===== src/rtl/cluster_resp_collect_pkg.sv =====
// Shared types and helpers for merging per-cluster accelerator responses
// into a single response toward the scalar core.
package cluster_resp_collect_pkg;

  localparam int unsigned MaxNrClusters   = 16;
  localparam int unsigned MaxIdxWidth     = $clog2(MaxNrClusters);
  localparam int unsigned RespFflagsWidth = 5;

  typedef enum logic {
    ST_COLLECT = 1'b0,
    ST_PRESENT = 1'b1
  } collect_state_e;

  // Index of the lowest set bit; 0 when the vector is empty.
  function automatic logic [MaxIdxWidth-1:0] trailing_zero_idx(input logic [MaxNrClusters-1:0] v);
    trailing_zero_idx = '0;
    for (int i = MaxNrClusters - 1; i >= 0; i--) begin
      if (v[i]) trailing_zero_idx = MaxIdxWidth'(i);
    end
  endfunction

endpackage


===== src/rtl/cluster_resp_collect.sv =====
// Collects one response per cluster for the same instruction, then presents a
// single merged response; flags id disagreement and stalled partial collections.
module cluster_resp_collect
  import cluster_resp_collect_pkg::*;
#(
  parameter int unsigned NrClusters    = 4,
  parameter int unsigned DataWidth     = 64,
  parameter int unsigned TransIdWidth  = 3,
  parameter int unsigned ResultCluster = 0,
  parameter int unsigned TimeoutCycles = 1024,
  localparam int unsigned IdxWidth     = (NrClusters > 1) ? $clog2(NrClusters) : 1
) (
  input  logic                                  clk_i,
  input  logic                                  rst_i,
  input  logic [NrClusters-1:0]                 clus_valid_i,
  output logic [NrClusters-1:0]                 clus_ready_o,
  input  logic [NrClusters*DataWidth-1:0]       clus_result_i,
  input  logic [NrClusters*TransIdWidth-1:0]    clus_trans_id_i,
  input  logic [NrClusters-1:0]                 clus_exc_i,
  input  logic [NrClusters*RespFflagsWidth-1:0] clus_fflags_i,
  output logic                                  resp_valid_o,
  input  logic                                  resp_ready_i,
  output logic [DataWidth-1:0]                  result_o,
  output logic [TransIdWidth-1:0]               trans_id_o,
  output logic                                  exc_o,
  output logic [IdxWidth-1:0]                   exc_cluster_o,
  output logic [RespFflagsWidth-1:0]            fflags_o,
  output logic                                  mismatch_o,
  output logic                                  timeout_o
);

  localparam int unsigned CntWidth = (TimeoutCycles > 0) ? $clog2(TimeoutCycles + 1) : 1;

  typedef struct packed {
    logic [DataWidth-1:0]       result;
    logic [TransIdWidth-1:0]    trans_id;
    logic                       exc;
    logic [RespFflagsWidth-1:0] fflags;
  } cluster_resp_t;

  collect_state_e        r_state;
  logic [NrClusters-1:0] r_got;
  cluster_resp_t         r_slot [NrClusters];
  logic [CntWidth-1:0]   r_wdog;
  logic                  r_resp_valid;
  logic                  r_mismatch;
  logic                  r_timeout;

  cluster_resp_t          w_slot_in [NrClusters];
  logic [NrClusters-1:0]  w_cap;
  logic [NrClusters-1:0]  w_got_next;
  logic                   w_all_got;
  logic                   w_id_diff;
  logic [CntWidth-1:0]    w_wdog_inc;
  logic [NrClusters-1:0]  w_exc_vec;
  logic [MaxIdxWidth-1:0] w_exc_idx;
  logic [RespFflagsWidth-1:0] w_fflags_or;
  logic                   w_unused;

  assign clus_ready_o = (r_state == ST_COLLECT) ? ~r_got : '0;
  assign w_cap        = clus_valid_i & clus_ready_o;
  assign w_got_next   = r_got | w_cap;
  assign w_all_got    = &w_got_next;
  assign w_wdog_inc   = (r_wdog == '1) ? r_wdog : r_wdog + 1'b1;

  // The id comparison uses the values the slots will hold after this edge.
  always_comb begin
    w_id_diff   = 1'b0;
    w_fflags_or = '0;
    w_unused    = 1'b0;
    for (int c = 0; c < NrClusters; c++) begin
      w_slot_in[c].result   = clus_result_i[c*DataWidth +: DataWidth];
      w_slot_in[c].trans_id = clus_trans_id_i[c*TransIdWidth +: TransIdWidth];
      w_slot_in[c].exc      = clus_exc_i[c];
      w_slot_in[c].fflags   = clus_fflags_i[c*RespFflagsWidth +: RespFflagsWidth];
      w_exc_vec[c]          = r_slot[c].exc;
      w_fflags_or           = w_fflags_or | r_slot[c].fflags;
      w_unused              = w_unused ^ (^r_slot[c].result);
    end
    for (int c = 1; c < NrClusters; c++) begin
      if ((w_cap[c] ? w_slot_in[c].trans_id : r_slot[c].trans_id) !=
          (w_cap[0] ? w_slot_in[0].trans_id : r_slot[0].trans_id))
        w_id_diff = 1'b1;
    end
    w_exc_idx = trailing_zero_idx(MaxNrClusters'(w_exc_vec));
    w_unused  = w_unused ^ (^w_exc_idx);
  end

  // NOTE: the slots are reset because they drive the response outputs directly.
  for (genvar c = 0; c < NrClusters; c++) begin : g_slot
    always_ff @(posedge clk_i or posedge rst_i) begin
      if (rst_i)         r_slot[c] <= '0;
      else if (w_cap[c]) r_slot[c] <= w_slot_in[c];
    end
  end

  always_ff @(posedge clk_i or posedge rst_i) begin
    if (rst_i) begin
      r_state      <= ST_COLLECT;
      r_got        <= '0;
      r_wdog       <= '0;
      r_resp_valid <= 1'b0;
      r_mismatch   <= 1'b0;
      r_timeout    <= 1'b0;
    end else begin
      r_timeout <= 1'b0;
      case (r_state)
        ST_COLLECT: begin
          r_got <= w_got_next;
          if (w_all_got) begin
            r_state      <= ST_PRESENT;
            r_resp_valid <= 1'b1;
            r_wdog       <= '0;
            if (w_id_diff) r_mismatch <= 1'b1;
          end else if (|w_cap) begin
            r_wdog <= '0;
          end else if ((|r_got) && (TimeoutCycles != 0)) begin
            if (w_wdog_inc == CntWidth'(TimeoutCycles)) begin
              r_timeout <= 1'b1;
              r_wdog    <= '0;
            end else begin
              r_wdog <= w_wdog_inc;
            end
          end
        end
        ST_PRESENT: begin
          if (resp_ready_i) begin
            r_state      <= ST_COLLECT;
            r_got        <= '0;
            r_resp_valid <= 1'b0;
            r_wdog       <= '0;
          end
        end
        default: r_state <= ST_COLLECT;
      endcase
    end
  end

  assign resp_valid_o  = r_resp_valid;
  assign result_o      = r_slot[ResultCluster].result;
  assign trans_id_o    = r_slot[0].trans_id;
  assign exc_o         = |w_exc_vec;
  assign exc_cluster_o = w_exc_idx[IdxWidth-1:0];
  assign fflags_o      = w_fflags_or;
  assign mismatch_o    = r_mismatch;
  assign timeout_o     = r_timeout;

endmodule


===== config.mk =====
export PLATFORM = sky130hd
export DESIGN_NAME = cluster_resp_collect
export DESIGN_NICKNAME = d
export VERILOG_FILES = /design/src/rtl/cluster_resp_collect_pkg.sv /design/src/rtl/cluster_resp_collect.sv
export SDC_FILE = /design/constraint.sdc
export NUM_CORES = 1
export LEC_CHECK = 0
export ABC_AREA = 1
export CAP_MARGIN = 20
export CORE_MARGIN = 10
export CORE_UTILIZATION = 33
export DETAILED_ROUTE_END_ITERATION = 7
export PLACE_DENSITY = 0.9
export SYNTH_ARGS = -nofsm -noshare
export SYNTH_HDL_FRONTEND = slang
export SYNTH_SLANG_ARGS = --single-unit

===== constraint.sdc =====
create_clock -name clk_i -period 3.4 [get_ports clk_i]
set_clock_uncertainty 0.1 [all_clocks]
set_input_delay 0.34 -clock clk_i [delete_from_list [all_inputs] [get_ports clk_i]]
set_output_delay 0.34 -clock clk_i [all_outputs]
set_load 0.02 [all_outputs]

After elaboration in Yosys (flattened, before gate mapping)
Index checks and enable logic that the tools add are counted.
Operators by class
  add/subtract/negate cells: 1
  eq/ne operators: 8
  mux-type cells: 32
  bitwise operators: 7
  reduce and logical (&&, ||, !) cells: 7
Operators by type and width (number)
  $mux 11: 6
  $eq 11x11->1 const B: 2
  $pmux 11 s2: 1
  $or 5x5->5: 3
  $mux 1: 12
  $mux 3: 4
  $reduce_or 4->1: 3
  $add 11x1->11 const B: 1
  $ne 3x3->1: 3
  $mux 2: 4
  $mux 4: 2
  $pmux 4 s2: 1
  $reduce_and 6->1: 1
  $and 4x4->4: 1
  $ne 2x2->1 const B: 2
  $ne 4x2->1 const B: 1
  $not 4->4: 1
  $or 4x4->4: 1
  $pmux 1 s2: 2
  $reduce_and 2->1: 2
  $reduce_and 4->1: 1
  $not 1->1: 1
Storage, ports and cells
  bits in registers: 119
  input bits: 299
  output and inout bits: 82
  word-level logic and storage cells: 74

Depth between registers and ports, before layout
Gate-level depths: netlist (run 1).
  depth in word-level cells: 9
  gate-level depth with buffers: 13
  gate-level depth less buffers: 12

Worst setup path before layout (run 1)
No wires, ideal clock.
  kind: reg2reg
  start: register r_wdog[0]
  end: register r_wdog[10]
  library setup time: 116 ps
  data arrival time: 1420 ps
  required time: 3184 ps
  slack: 1764 ps
  cell stages (with the launch flop): 11
  path buffers: 0
  period minus slack after synthesis: 1636 ps
  cell sequence: dfrtp_1 ha_1 nand2_2 nor2_4 nand3_4 nand2_1 nand2_1 nor3_2 nand3_1 nand2_1 nand2_1
On the way
  longest elaborated chain between the ends: 8
  elaborated cells between the ends (all ways): 9
  those cells by class: add/sub: 1; eq/ne: 2; mux: 6
RTL lines
  start, declared: line cluster_resp_collect.sv:44  | logic [CntWidth-1:0] r_wdog;
  start signal, assigned: line cluster_resp_collect.sv:122  | r_wdog <= w_wdog_inc;
  $add 11x1->11 or $eq 11x11->1 (tied branches): line cluster_resp_collect.sv:64  | assign w_wdog_inc = (r_wdog == '1) ? r_wdog : r_wdog + 1'b1;
  $mux 11 (*): line cluster_resp_collect.sv:64
  $eq 11x11->1: line cluster_resp_collect.sv:118  | if (w_wdog_inc == CntWidth'(TimeoutCycles)) begin
  $mux 11 (*): line cluster_resp_collect.sv:118
  $mux 11 (*): line cluster_resp_collect.sv:117  | end else if ((|r_got) && (TimeoutCycles != 0)) begin
  $mux 11 (*): line cluster_resp_collect.sv:115  | end else if (|w_cap) begin
  $mux 11 (*): line cluster_resp_collect.sv:110  | if (w_all_got) begin
  $pmux 11 s2 (*): line cluster_resp_collect.sv:107  | case (r_state)
Mark *: on every way between the ends. The rest lies on a longest branch, timed or not. The select of a mux whose other input is x is not followed.
A chain may end at the register's enable or synchronous reset.

Worst setup path after layout (run 1)
  start: register r_state
  end: register r_slot (netlist bit result_o[61])
On the way
  longest elaborated chain between the ends: 2
RTL lines
  start, declared: line cluster_resp_collect.sv:41  | collect_state_e r_state;
  start signal, assigned: line cluster_resp_collect.sv:99  | r_state <= ST_COLLECT;
  start signal, assigned: line cluster_resp_collect.sv:111  | r_state <= ST_PRESENT;
  start signal, assigned: line cluster_resp_collect.sv:128  | r_state <= ST_COLLECT;
  $mux 4: line cluster_resp_collect.sv:60  | assign clus_ready_o = (r_state == ST_COLLECT) ? ~r_got : '0;
  $and 4x4->4: line cluster_resp_collect.sv:61  | assign w_cap = clus_valid_i & clus_ready_o;
  end signal, assigned by index: line cluster_resp_collect.sv:93  | else if (w_cap[c]) r_slot[c] <= w_slot_in[c];
  end, declared: line cluster_resp_collect.sv:43  | cluster_resp_t r_slot [NrClusters];
Every way passes these cells.

==> results of run 1 <==
worst max-delay path: stages (launching register included):
cell     delay [ns]
dfrtp_1        0.64
nor2_4         0.24
nand2_4        0.29
inv_4          0.26
buf_4          0.61
nand2_1        0.17
nand2_1        0.11
final cells by class:
type	count	area, um^2
multi-input combinational	425	1930
inverter	39	153
fill	1573	8860
timing repair buffer	191	1920
clock buffer	23	498
clock inverter	8	95.1
tap	220	275
sequential	119	2980
per-stage QoR:
| stage | setup WS (ns) | cell area (um^2) | utilization, % | hold WS [ns] |
|---|---|---|---|---|
| 5_1_grt | 0.711 | 7840 | 47.0 | 0.353 |
| 6_report | 0.866 | 7840 | 47.0 | 0.371 |
| 3_3_place_gp | 0.856 | 7250 | 43.4 | 0.356 |
| 4_1_cts | 0.830 | 7840 | 47.0 | 0.348 |
| 3_5_place_dp | 0.851 | 7250 | 43.4 | 0.365 |
| 2_1_floorplan | 1.50 | 5650 | - | 0.336 |
placed cells by master (no fill, tap or decap), types with 2 or more instances in the layout:
master / instances
a21oi_1: 18
buf_4: 2
bufinv_16: 2
clkbuf_16: 17
clkbuf_8: 5
clkdlybuf4s50_1: 188
clkinv_2: 4
clkinvlp_4: 3
dfrtp_1: 119
inv_1: 36
mux2_2: 4
nand2_1: 288
nand2_2: 3
nand2_4: 4
nand3_1: 25
nand3_2: 2
nand3b_1: 2
nand4_1: 6
nor2_1: 28
nor2_4: 4
nor2_8: 2
nor3_1: 2
o21ai_0: 14
o21ai_1: 8
xor2_1: 2
how the worst max path moves through the flow:
stage                            from  slack, ns  depth (start not counted)                        to
floorplan                       rst_i       1.50                          1    mismatch_o$_DFFE_PP0P_
global placement    r_state$_DFF_PP0_       0.86                          6  result_o[61]$_DFFE_PP0N_
detailed placement  r_state$_DFF_PP0_       0.85                          6  result_o[61]$_DFFE_PP0N_
CTS                 r_state$_DFF_PP0_       0.83                          6  result_o[61]$_DFFE_PP0N_
global route        r_state$_DFF_PP0_       0.71                          5   r_slot[222]$_DFFE_PP0N_
finish              r_state$_DFF_PP0_       0.87                          6  result_o[61]$_DFFE_PP0N_
routing by layer:
metal / vias to the layer above / routed length (um) / track usage [%] / part of all wire [%]
met4: 0 / 363 / 4.62 / 2.0
li1: 2252 / - / - / -
met2: 199 / 8980 / 26.9 / 50
met5: - / 0 / 0 / 0
met1: 2264 / 6990 / 17.7 / 39
met3: 20 / 1490 / 5.43 / 8.4
cell usage after synthesis (all sizes together):
cell / count
nor2: 35
nand2: 295
mux2: 4
nand4: 6
or4: 1
o21bai: 1
a21oi: 19
o22ai: 1
inv: 39
ha: 1
dfrtp: 119
o21ai: 23
xor2: 2
nand3: 28
buf: 81
nand3b: 2
and2: 1
or2: 1
clkbuf: 5
nor3: 4
a21boi: 1
registers in the layout, summed over array words and instances (netlist names):
| signal | flops |
|---|---|
| result_o | 64 |
| mismatch_o | 1 |
| resp_valid_o | 1 |
| trans_id_o | 3 |
| r_state | 1 |
| r_slot | 33 |
| r_got | 4 |
| r_wdog | 11 |
| timeout_o | 1 |
cell families after synthesis:
family | share of synthesized area [%]
AOI/OAI and AO/OA | 4.23
xor gates and xnor gates | 0.310
adders and majority gates | 0.222
buffers and inverters | 13.1
DFF | 52.7
muxes | 0.798
and+or+nand+nor | 28.6
power breakdown:
part / total (mW) / switching, mW / internal (mW)
clock network: 1.80 / 0.632 / 1.17
registers: 2.37 / 0.356 / 2.01
logic: 2.97 / 1.73 / 1.25
total: 7.14 / 2.71 / 4.43
==> metrics.cfg, run 1 <==
[min_path]
hold_end = result_o[36]$_DFFE_PP0N_
hold_class = primary input to flip-flop
hold_start = clus_result_i[36]
hold_depth = 3

[placement]
gp_congestion = 0.849
dp.cells = 994
io_buffers = 188
dp_hpwl_mm = 13.1

[detailed_routing]
vias = 4735
drt_iter0_drc = 226
drc_errors = 0
ant_nets = 0
vias_per_cell = 4.62
wl_per_cell_um = 17.4
routed_wl_mm = 17.8
drtPass1Iterations = 5

[critical_path]
end_kind = flip-flop
ff2ff_path_depth = 6
start_kind = flip-flop
crit_fanout = 69
r2r_start = r_state$_DFF_PP0_
rr_endpoint = result_o[61]$_DFFE_PP0N_
crit_arrival_ns = 2.77
r2r_slack_ns = 0.87
criticalPathCategory = flip-flop to flip-flop
worst_ep_required_time_ns = 3.64

[sta]
post-route-period-util_pct = 74.5
max_freq_mhz = 395
final-hold-violation-count = 0
finalSetupViolCount = 0
worstMarginPinSlew_ns = 0.742
grt_setup_unrepaired = no
maxSlewViolCount = 0
fin_crit_ns = 2.53
timing.slew.headroom_pct = 50.5
fin_tns_setup_ns = 0

[cts]
htree_levels = 4
cts_setup_buffers = 0
numCtsBuffers = 17
cts_tree = done
clk_latency_ns = 0.40
clock-sinks = 119
cts_buffer_depth = 2
cts_resized = 0
cts_root_buf = clkbuf_16
ctsHoldBuffers = 0
clk_pin_slew_ns = 0.06

[synthesis]
avgSynthCellArea_um2 = 8.44
synth_cells = 669
synth_top_area_share_pct = 52.7
yosys_warnings = 0
yosysUniqueCellTypes = 38
synth-seq-cells = 119
yosys.area.top_type = dfrtp_1
synth_nets = 969
syn_area_mm2 = 0.00565
yosys-top-cells-area = dfrtp_1 (53%), nand2_1 (19%), buf_4 (8.9%)
ys_seq_area_share_pct = 52.7

[cells_and_area]
nNetsFinal = 1093
antennaDiodeCount = 0
syn_to_final_growth_pct = 38.9
final_cells = 1025
drive_above_1_share_pct = 7.70

[flow_run]
drv_cap = 0

[global_routing]
grt_pass1_vias = 4863
grt_max_degree = 120
grt-ovfl-total = 0
grt_pass1_wl_mm = 27.2
grt_use_total_pct = 15.5
antenna_found_initial = 0

[floorplan]
fp.dieH_um = 151
initial_core_util_pct = 33.8
dieArea_mm2 = 0.0227
fp.dieW_um = 151
core_mm2 = 0.0167
fp-row-count = 47
io_pins = 381

[power_and_ir_drop]
finalPower_mw = 7.14
power_leakage_nw = 3.75
powerDensity_mw_per_mm2 = 910
vdd_drop_max_v = 0.000556

[status]
outcome = completed

No activity file was read; power rests on OpenSTA's default activity.
==> inputs of run 2 (changes only) <==
Clock period 3.4 ns to 2.15 ns, I/O delays scaled along.
==> run 2 against run 1 <==
Sequential power increased by 58%. Utilization increased by 0.22 points. Critical path depth decreased by 4. Critical endpoint is now clus_ready_o[3]. Die area unchanged. Clock-buffer cell count decreased by 3. Total power increased by 58%. Largest cell class unchanged. Final cell count increased by 0.68%. Largest power group unchanged. Routed wire length decreased by 0.31%. Via count decreased by 0.49%. Highest routed layer unchanged. First-iteration DRC count increased by 19%. Clock power increased by 55%. Critical path type is now flip-flop to primary output.
==> metrics.cfg, run 2 (synthesis results as in run 1) <==
[sta]
final-hold-violation-count = 0  ; unchanged
grt_setup_unrepaired = no  ; unchanged
fin_crit_ns = 2.06
timing.slew.headroom_pct = 53.5  ; was 50.5%
finalSetupViolCount = 0  ; unchanged
post-route-period-util_pct = 95.9
max_freq_mhz = 485
fin_tns_setup_ns = 0  ; unchanged
worstMarginPinSlew_ns = 0.698  ; was 0.742 ns
whs_ns = 0.191  ; was 0.371 ns
maxSlewViolCount = 0  ; unchanged

[detailed_routing]
ant_nets = 0  ; unchanged
routed_wl_mm = 17.8  ; about the same
vias_per_cell = 4.57  ; was 4.62
vias = 4712  ; was 4,735
drc_errors = 0  ; unchanged
wl_per_cell_um = 17.2  ; was 17.4 um
drtPass1Iterations = 5  ; unchanged
drt_iter0_drc = 268  ; was 226

[cells_and_area]
final_common_cell = nand2_1  ; unchanged
nNetsFinal = 1097  ; was 1,093
largest_reg_flops = 64  ; unchanged
fill_cells = 1537  ; was 1,573
final_cell_mix = nand2_1 (288), clkdlybuf4s50_1 (186), dfrtp_1 (118)  ; was nand2_1 (288), clkdlybuf4s50_1 (188), dfrtp_1 (119)
drive_above_1_share_pct = 8.40  ; was 7.70%
final_util_pct = 47.2  ; was 47.0%
syn_to_final_growth_pct = 39.6  ; was 38.9%

[floorplan]
core_mm2 = 0.0167  ; unchanged
dieArea_mm2 = 0.0227  ; unchanged
fp.dieW_um = 151  ; unchanged
fp-row-count = 47  ; unchanged
fp.dieH_um = 151  ; unchanged
io_pins = 381  ; unchanged
initial_core_util_pct = 33.8  ; unchanged

[global_routing]
antenna_found_initial = 1  ; was 0
grt_use_total_pct = 15.4  ; was 15.5%
grt_pass1_wl_mm = 26.9  ; was 27.2 mm
grt-ovfl-total = 0  ; unchanged
grt_max_degree = 82  ; was 120
grt_pass1_vias = 4712  ; was 4,863

[cts]
cts_buffer_depth = 2  ; unchanged
htree_levels = 4  ; unchanged
cts_tree = done  ; unchanged
clock-sinks = 119  ; unchanged
clk_latency_ns = 0.41  ; was 0.40 ns
numCtsBuffers = 17  ; unchanged
cts_root_buf = clkbuf_16  ; unchanged
clk_pin_slew_ns = 0.06  ; about the same

[placement]
io_buffers = 188  ; unchanged
dp_hpwl_mm = 13.3  ; was 13.1 mm
gp_congestion = 0.844  ; was 0.849

[critical_path]
crit_chain = nor2_8 > clkdlybuf4s50_1  ; was nor2_4 > nand2_4 > inv_4 > buf_4 > nand2_1 > nand2_1
crit_arrival_ns = 1.75  ; was 2.77 ns
crit_fanout = 5  ; was 69
end_kind = primary output  ; was flip-flop
criticalPathCategory = flip-flop to primary output  ; was flip-flop to flip-flop
start_kind = flip-flop  ; unchanged
worst_ep_required_time_ns = 1.84  ; was 3.64 ns
slowest_stage = clkdlybuf4s50_1  ; was dfrtp_1
critPathMaxStageDelay_ns = 0.63  ; was 0.64 ns

[power_and_ir_drop]
vdd_drop_max_v = 0.000718  ; was 0.000556 V
power_leakage_nw = 3.76  ; was 3.75 nW
powerDensity_mw_per_mm2 = 1430  ; was 910 mW/mm^2

[min_path]
hold_class = primary input to async pin  ; was primary input to flip-flop

[status]
outcome = completed  ; unchanged

[flow_run]
drv_cap = 0  ; unchanged

run 2: per-stage QoR:
| step | instance area [um^2] | instances | setup slack (ns) | total power [mW] |
|---|---|---|---|---|
| after global placement | 7290 | 998 | 0.165 | 8.43 |
| after floorplan | 5650 | 669 | 0.380 | 7.03 |
| after CTS | 7880 | 1030 | 0.0583 | 11.4 |
| after global routing | 7880 | 1030 | 0.0227 | 12.0 |
| final | 7880 | 1032 | 0.0872 | 11.3 |
| after detailed placement | 7290 | 998 | 0.100 | 8.55 |
run 2: area by class of cell:
| type | count | area (um^2) | share of cell area, % |
|---|---|---|---|
| sequential | 119 | 2980 | 37.8 |
| timing repair buffer | 195 | 1960 | 24.8 |
| multi-input combinational | 425 | 1930 | 24.5 |
| clock buffer | 20 | 457 | 5.80 |
| tap | 220 | 275 | 3.49 |
| inverter | 39 | 153 | 1.94 |
| clock inverter | 12 | 128 | 1.62 |
| antenna | 2 | 5.00 | 0.0635 |
run 2: routing by layer:
layer | global-route usage, % | vias to the layer above | wire (um)
met2 | 25.9 | 167 | 8880
met1 | 18.0 | 2256 | 7150
met5 | 0 | - | 0
li1 | - | 2276 | -
met4 | 4.23 | 0 | 314
met3 | 6.03 | 13 | 1420
run 2: critical path: cells and delay by family (launching register included):
kind          cells  cell delay (ns)
flops             1             0.51
simple gates      1             0.19
buf+inv           1             0.63
run 2: worst paths after layout:
path,startpoint,end,slack [ns],cells after the start
hold reg to reg,mismatch_o$_DFFE_PP0P_,mismatch_o$_DFFE_PP0P_,0.37,2
min in group clk_i,clus_result_i[15],result_o[15]$_DFFE_PP0N_,0.24,3
setup / recovery,r_state$_DFF_PP0_,clus_ready_o[3],0.09,2
max in group asynchronous,rst_i,r_slot[74]$_DFFE_PP0N_,1.36,3
hold / removal,rst_i,result_o[56]$_DFFE_PP0N_,0.19,3
setup reg to reg,r_state$_DFF_PP0_,mismatch_o$_DFFE_PP0P_,0.18,11
run 2: repair_timing:
action | 4_1_cts | 5_1_grt
hold buffers | 0 | 0
resized for setup | 3 | 0
endpoints found under the setup margin | 5 | 0
buffers inserted | 0 | 0
run 2: power breakdown:
| group | internal, mW | switching, mW | total [mW] |
|---|---|---|---|
| Combinational | 2.00 | 2.73 | 4.73 |
| Clock | 1.76 | 1.03 | 2.79 |
| Sequential | 3.18 | 0.560 | 3.74 |
| Total | 6.94 | 4.32 | 11.3 |
==> variant 1, RTL diff (flow settings as in run 1) <==
Set the package constant `RespFflagsWidth` to 6 (it was 5).
--- a/src/rtl/cluster_resp_collect_pkg.sv
+++ b/src/rtl/cluster_resp_collect_pkg.sv
@@ -5,5 +5,5 @@
   localparam int unsigned MaxNrClusters   = 16;
   localparam int unsigned MaxIdxWidth     = $clog2(MaxNrClusters);
-  localparam int unsigned RespFflagsWidth = 5;
+  localparam int unsigned RespFflagsWidth = 6;
 
   typedef enum logic {
Ports: changed (resized clus_fflags_i and fflags_o); port bits go from 381 to 386. No check against the original RTL was run, so the function may have changed too.
==> variant 1 against run 1 <==
- area after synthesis rose by 4.3%
- sequential power rose by 3%
- global-route usage rose by 0.25 points
- via count rose by 3.1%
- sequential cell count rose by 4
- setup slack got worse by 0.010 ns
- first-iteration DRC count rose by 69%
- total power rose by 5.0%
- design area rose by 4.3%
- fmax fell by 0.40%
- wire length rose by 5.2%
- critical path type unchanged
==> variant 1: results (changes against run 1) <==
[setup_path]
r2r_slack_ns=0.86
critPathMaxFanout=58  ; -16%
worst_r2r_endpoint=mismatch_o
cp.arrival_ns=2.75  ; -0.02 ns
regToRegStartpoint=r_state
ff2ff_path_depth=12  ; +6

[cts]
clk_path_buf_depth=2  ; unchanged
cts_resized=0  ; unchanged
clk_latency_ns=0.41
cts_setup_buffers=0  ; unchanged
cts-buffers-inserted=17  ; unchanged
ctsRootBufferMaster=clkbuf_16
path_clk_slew_ns=0.06  ; about the same
htree_levels=4  ; unchanged

[logic_synthesis]
ys_async_sr_fraction_pct=100  ; unchanged
synth_cell_types=30  ; -21%
synth.area.top_cells=dfrtp_1 52%, nand2_1 18%, buf_4 8.7%
syn_nets=1009  ; +4.1%
synth_top_flop_cell=dfrtp_1
synth-edff-count=0  ; unchanged
ys_warn_count=0  ; unchanged
synth_seq_area_share_pct=52.3  ; -0.46 points
synth_common_cells=284 x nand2_1, 123 x dfrtp_1, 68 x buf_4

[sta]
maxSlewHeadroom_pct=53.0  ; +2.5 points

[placement]
post-dp-hpwl_um=14200  ; +8.5%
port_buffers=193  ; +2.7%
gp_congestion=0.878  ; +3.5%

[routing]
initialDrtViolationCount=381  ; +69%
wl_um=18700  ; +5.2%
viasPerCell=4.56  ; -1.3%
dr.pass1.iters=4  ; -1

[final_layout]
diodes=0  ; unchanged
drive_gt1_share_pct=8.87  ; +1.2 points
largest_register_ffs=64  ; unchanged
nets=1137  ; +4.0%

[global_routing]
met2_usage_pct=23.0  ; -3.9 points
grt_pass1_vias=5113  ; +5.1%
antenna_found_initial=1  ; +1
track_usage_pct=15.8  ; +0.25 points
grt_pass1_wl_um=29000  ; +6.6%
grt_max_degree=69  ; -43%
grt_use_met1_pct=19.9  ; +2.2 points
grtUsageMet3_pct=8.40  ; +3.0 points

[outcome]
status=complete, no violations

[hold_path]
hold_path_class=input port to async pin

[pwr]
netSwitchingFraction_pct=37.7  ; -0.31 points
peakVddDrop_mv=0.475  ; -15%
p_leak_nw=3.97  ; +5.8%

==> variant 1: layout make-up <==
class	count	area [µm²]
Sequential cell	123	3080
Inverter	54	206
Tap cell	225	282
Fill cell	1629	9240
Clock buffer	21	450
Timing Repair Buffer	199	1990
Clock inverter	11	193
Multi-Input combinational cell	438	1980
==> variant 1: critical path: stages, from the launching register on <==
cell	delay [ns]
dfrtp_1	0.70
nor2_4	0.08
nand2_4	0.20
buf_4	0.57
nand2_1	0.11
nand2_1	0.15
nand2_1	0.07
o21ai_0	0.08
nand2_1	0.07
nor2_1	0.10
nand2_1	0.06
nand2_1	0.07
nand2_1	0.05
==> variant 1: per-layer routing <==
layer	part of all wire, %	wire, µm	vias up
met5	0.069	13	-
met4	1.3	238	2
met3	12	2240	21
met2	44	8160	176
met1	43	8100	2315
li1	-	-	2368
==> variant 1: cell families after synthesis <==
logic type / count (synthesis) / synth area share, %
muxes: 4 / 0.765
AOI/OAI and AO/OA: 51 / 4.99
xor gates and xnor gates: 4 / 0.595
buffers and inverters: 144 / 14.1
adders and majority gates: 1 / 0.212
and+or+nand+nor: 378 / 27.1
DFF: 123 / 52.3
==> variant 1: metrics by stage <==
step | hold slack [ns] | worst slack [ns] | std cells | instance area [µm²]
after CTS | 0.220 | 0.833 | 1071 | 8180
after detailed placement | 0.362 | 0.813 | 1039 | 7540
after floorplan | 0.331 | 1.45 | 705 | 5890
after global routing | 0.252 | 0.641 | 1071 | 8180
after global placement | 0.351 | 0.888 | 1039 | 7540
final | 0.219 | 0.856 | 1071 | 8180
==> variant 1: how the worst max path moves through the flow <==
stage | startpoint | to | slack (ns) | depth (start not counted)
after floorplan | rst_i | mismatch_o | 1.45 | 1
after global placement | clus_valid_i[0] | result_o[49] | 0.89 | 6
after detailed placement | clus_valid_i[0] | mismatch_o | 0.81 | 12
after CTS | r_state | mismatch_o | 0.83 | 12
after global routing | r_state | mismatch_o | 0.64 | 12
final | r_state | mismatch_o | 0.86 | 12
==> variant 1: power by group through the flow <==
stage | combinational, mW | clock (mW) | sequential (mW)
2_1_floorplan | 2.24 | 0 | 2.34
3_3_place_gp | 3.07 | 0 | 2.40
3_5_place_dp | 3.13 | 0 | 2.44
4_1_cts | 3.15 | 2.02 | 2.42
5_1_grt | 3.41 | 2.09 | 2.50
6_report | 3.09 | 1.98 | 2.43
==> variant 2, RTL diff (flow settings as in run 1) <==
Made on the original files. Put a register stage on the output `fflags_o`, without a reset. The value now appears one clock later. The other outputs are not delayed to match.
--- a/src/rtl/cluster_resp_collect.sv
+++ b/src/rtl/cluster_resp_collect.sv
@@ -142,5 +142,7 @@
   assign exc_o         = |w_exc_vec;
   assign exc_cluster_o = w_exc_idx[IdxWidth-1:0];
-  assign fflags_o      = w_fflags_or;
+  always_ff @(posedge clk_i) begin
+    fflags_o <= w_fflags_or;
+  end
   assign mismatch_o    = r_mismatch;
   assign timeout_o     = r_timeout;
Check against the original RTL: not equivalent (a bounded check fails within 4 cycles, from zero or initial values and one cycle with rst_i high).
==> variant 2 against run 1 <==
- setup slack better by 0.095 ns
- total power up 1.0%
- first-iteration DRC count up 23%
- wire length down 5.1%
- highest routed layer unchanged
- sequential cell count up 5
- synthesized cell count up 1.3%
- design area up 2.0%
- area after synthesis up 2.4%
==> variant 2: results (changes against run 1) <==
[outcome]
status=complete, no violations

[placement]
port_buffers=188  ; unchanged
placed_area_um2=7390  ; +2.0%
gp_congestion=0.854  ; +0.57%
post-dp-hpwl_um=12600  ; -4.1%

[logic_synthesis]
synth_cell_types=39  ; +2.6%
synth_common_cells=292 x nand2_1, 119 x dfrtp_1, 67 x buf_4
ys_warn_count=0  ; unchanged
synth.area.top_cells=dfrtp_1 51%, nand2_1 19%, buf_4 8.7%
synthCells=678  ; +1.3%
synth_seq_area_share_pct=53.2  ; +0.48 points
ys_async_sr_fraction_pct=96.0  ; -4.0 points
syn_nets=978  ; +0.93%

[final_layout]
stdcell_count=1040  ; +1.5%
largest_register_ffs=64  ; unchanged
diodes=0  ; unchanged
nets=1102  ; +0.82%
drive_gt1_share_pct=8.47  ; +0.76 points

[routing]
dr.pass1.iters=4  ; -1
vias=4660  ; -1.6%
initialDrtViolationCount=279  ; +23%
wl_um=16900  ; -5.1%

[cts]
cts_resized=0  ; unchanged
clk_latency_ns=0.41
cts-buffers-inserted=17  ; unchanged
clk_path_buf_depth=2  ; unchanged
htree_levels=4  ; unchanged
ctsRootBufferMaster=clkbuf_16

[global_routing]
track_usage_pct=14.7  ; -0.89 points
grt_pass1_vias=4940  ; +1.6%
grt_pass1_wl_um=27000  ; -0.61%
antenna_found_initial=0  ; unchanged

[pwr]
powerSeq_mw=2.43  ; +3%
p_leak_nw=3.81  ; +1.5%
p_switching_mw=2.73  ; +0.58%
power_mw=7.21  ; +1.0%
peakVddDrop_mv=0.574  ; +3.4%
clkPwrFrac_pct=25.4  ; +0.2 points

[sta]
maxSlewHeadroom_pct=49.2  ; -1.3 points
worst_slack_ns=0.961  ; +0.0955 ns
setup_tns_ns=0  ; unchanged

[setup_path]
critPathMaxFanout=9  ; -87%
regToRegStartpoint=r_state
path_class=flip-flop to output pin
cp-endpoint=clus_ready_o[1]
worst_r2r_endpoint=mismatch_o
ff2ff_path_depth=12  ; +6
cp.arrival_ns=2.00  ; -0.77 ns
r2r_slack_ns=1.04  ; +0.17 ns

[hold_path]
hold_path_class=input port to async pin

[variant 2: cell count changes after synthesis, moves of 3 or more]
cell     change
dfxtp_1      +5
nand2_1      +4
o21ai_0      -4
o21ai_2      +3
[variant 2: area by class of cell]
class,instances,area [µm²]
Clock buffer,20,467
Clock inverter,12,138
Fill cell,1627,9240
Inverter,41,163
Multi-Input combinational cell,427,1950
Sequential cell,124,3080
Tap cell,225,282
Timing Repair Buffer,191,1920
[variant 2: worst max-delay path: stages, from the launching register on]
cell,delay [ns]
dfrtp_1,0.65
nor2_4,0.28
clkdlybuf4s50_1,0.65
[variant 2: layer usage]
metal	GRT usage (%)	part of all wire (%)	up-vias
li1	-	-	2287
met1	16.7	42	2198
met2	25.3	50	159
met3	5.42	6.5	16
met4	3.81	1.7	0
met5	0	0	-
[variant 2: cell families (layout without fill, tap and decap cells)]
| group | Yosys count | in the layout | share of synthesized area [%] |
|---|---|---|---|
| AO/OA/AOI/OAI | 45 | 45 | 4.26 |
| AND/OR/NAND/NOR | 376 | 376 | 28.4 |
| buffers and inverters | 127 | 264 | 13.0 |
| XOR/XNOR | 1 | 1 | 0.151 |
| flip-flops | 124 | 124 | 53.2 |
| multiplexers | 4 | 4 | 0.779 |
| adder cells (fa/ha/maj) | 1 | 1 | 0.216 |
[variant 2: worst min path at each step]
stage                   end  slack [ns]  cells past startpoint
6_report        result_o[4]        0.36                      3
4_1_cts         result_o[7]        0.33                      3
3_3_place_gp    fflags_o[4]        0.33                      1
2_1_floorplan   fflags_o[0]        0.32                      2
3_5_place_dp    fflags_o[1]        0.35                      2
5_1_grt        result_o[35]        0.35                      3
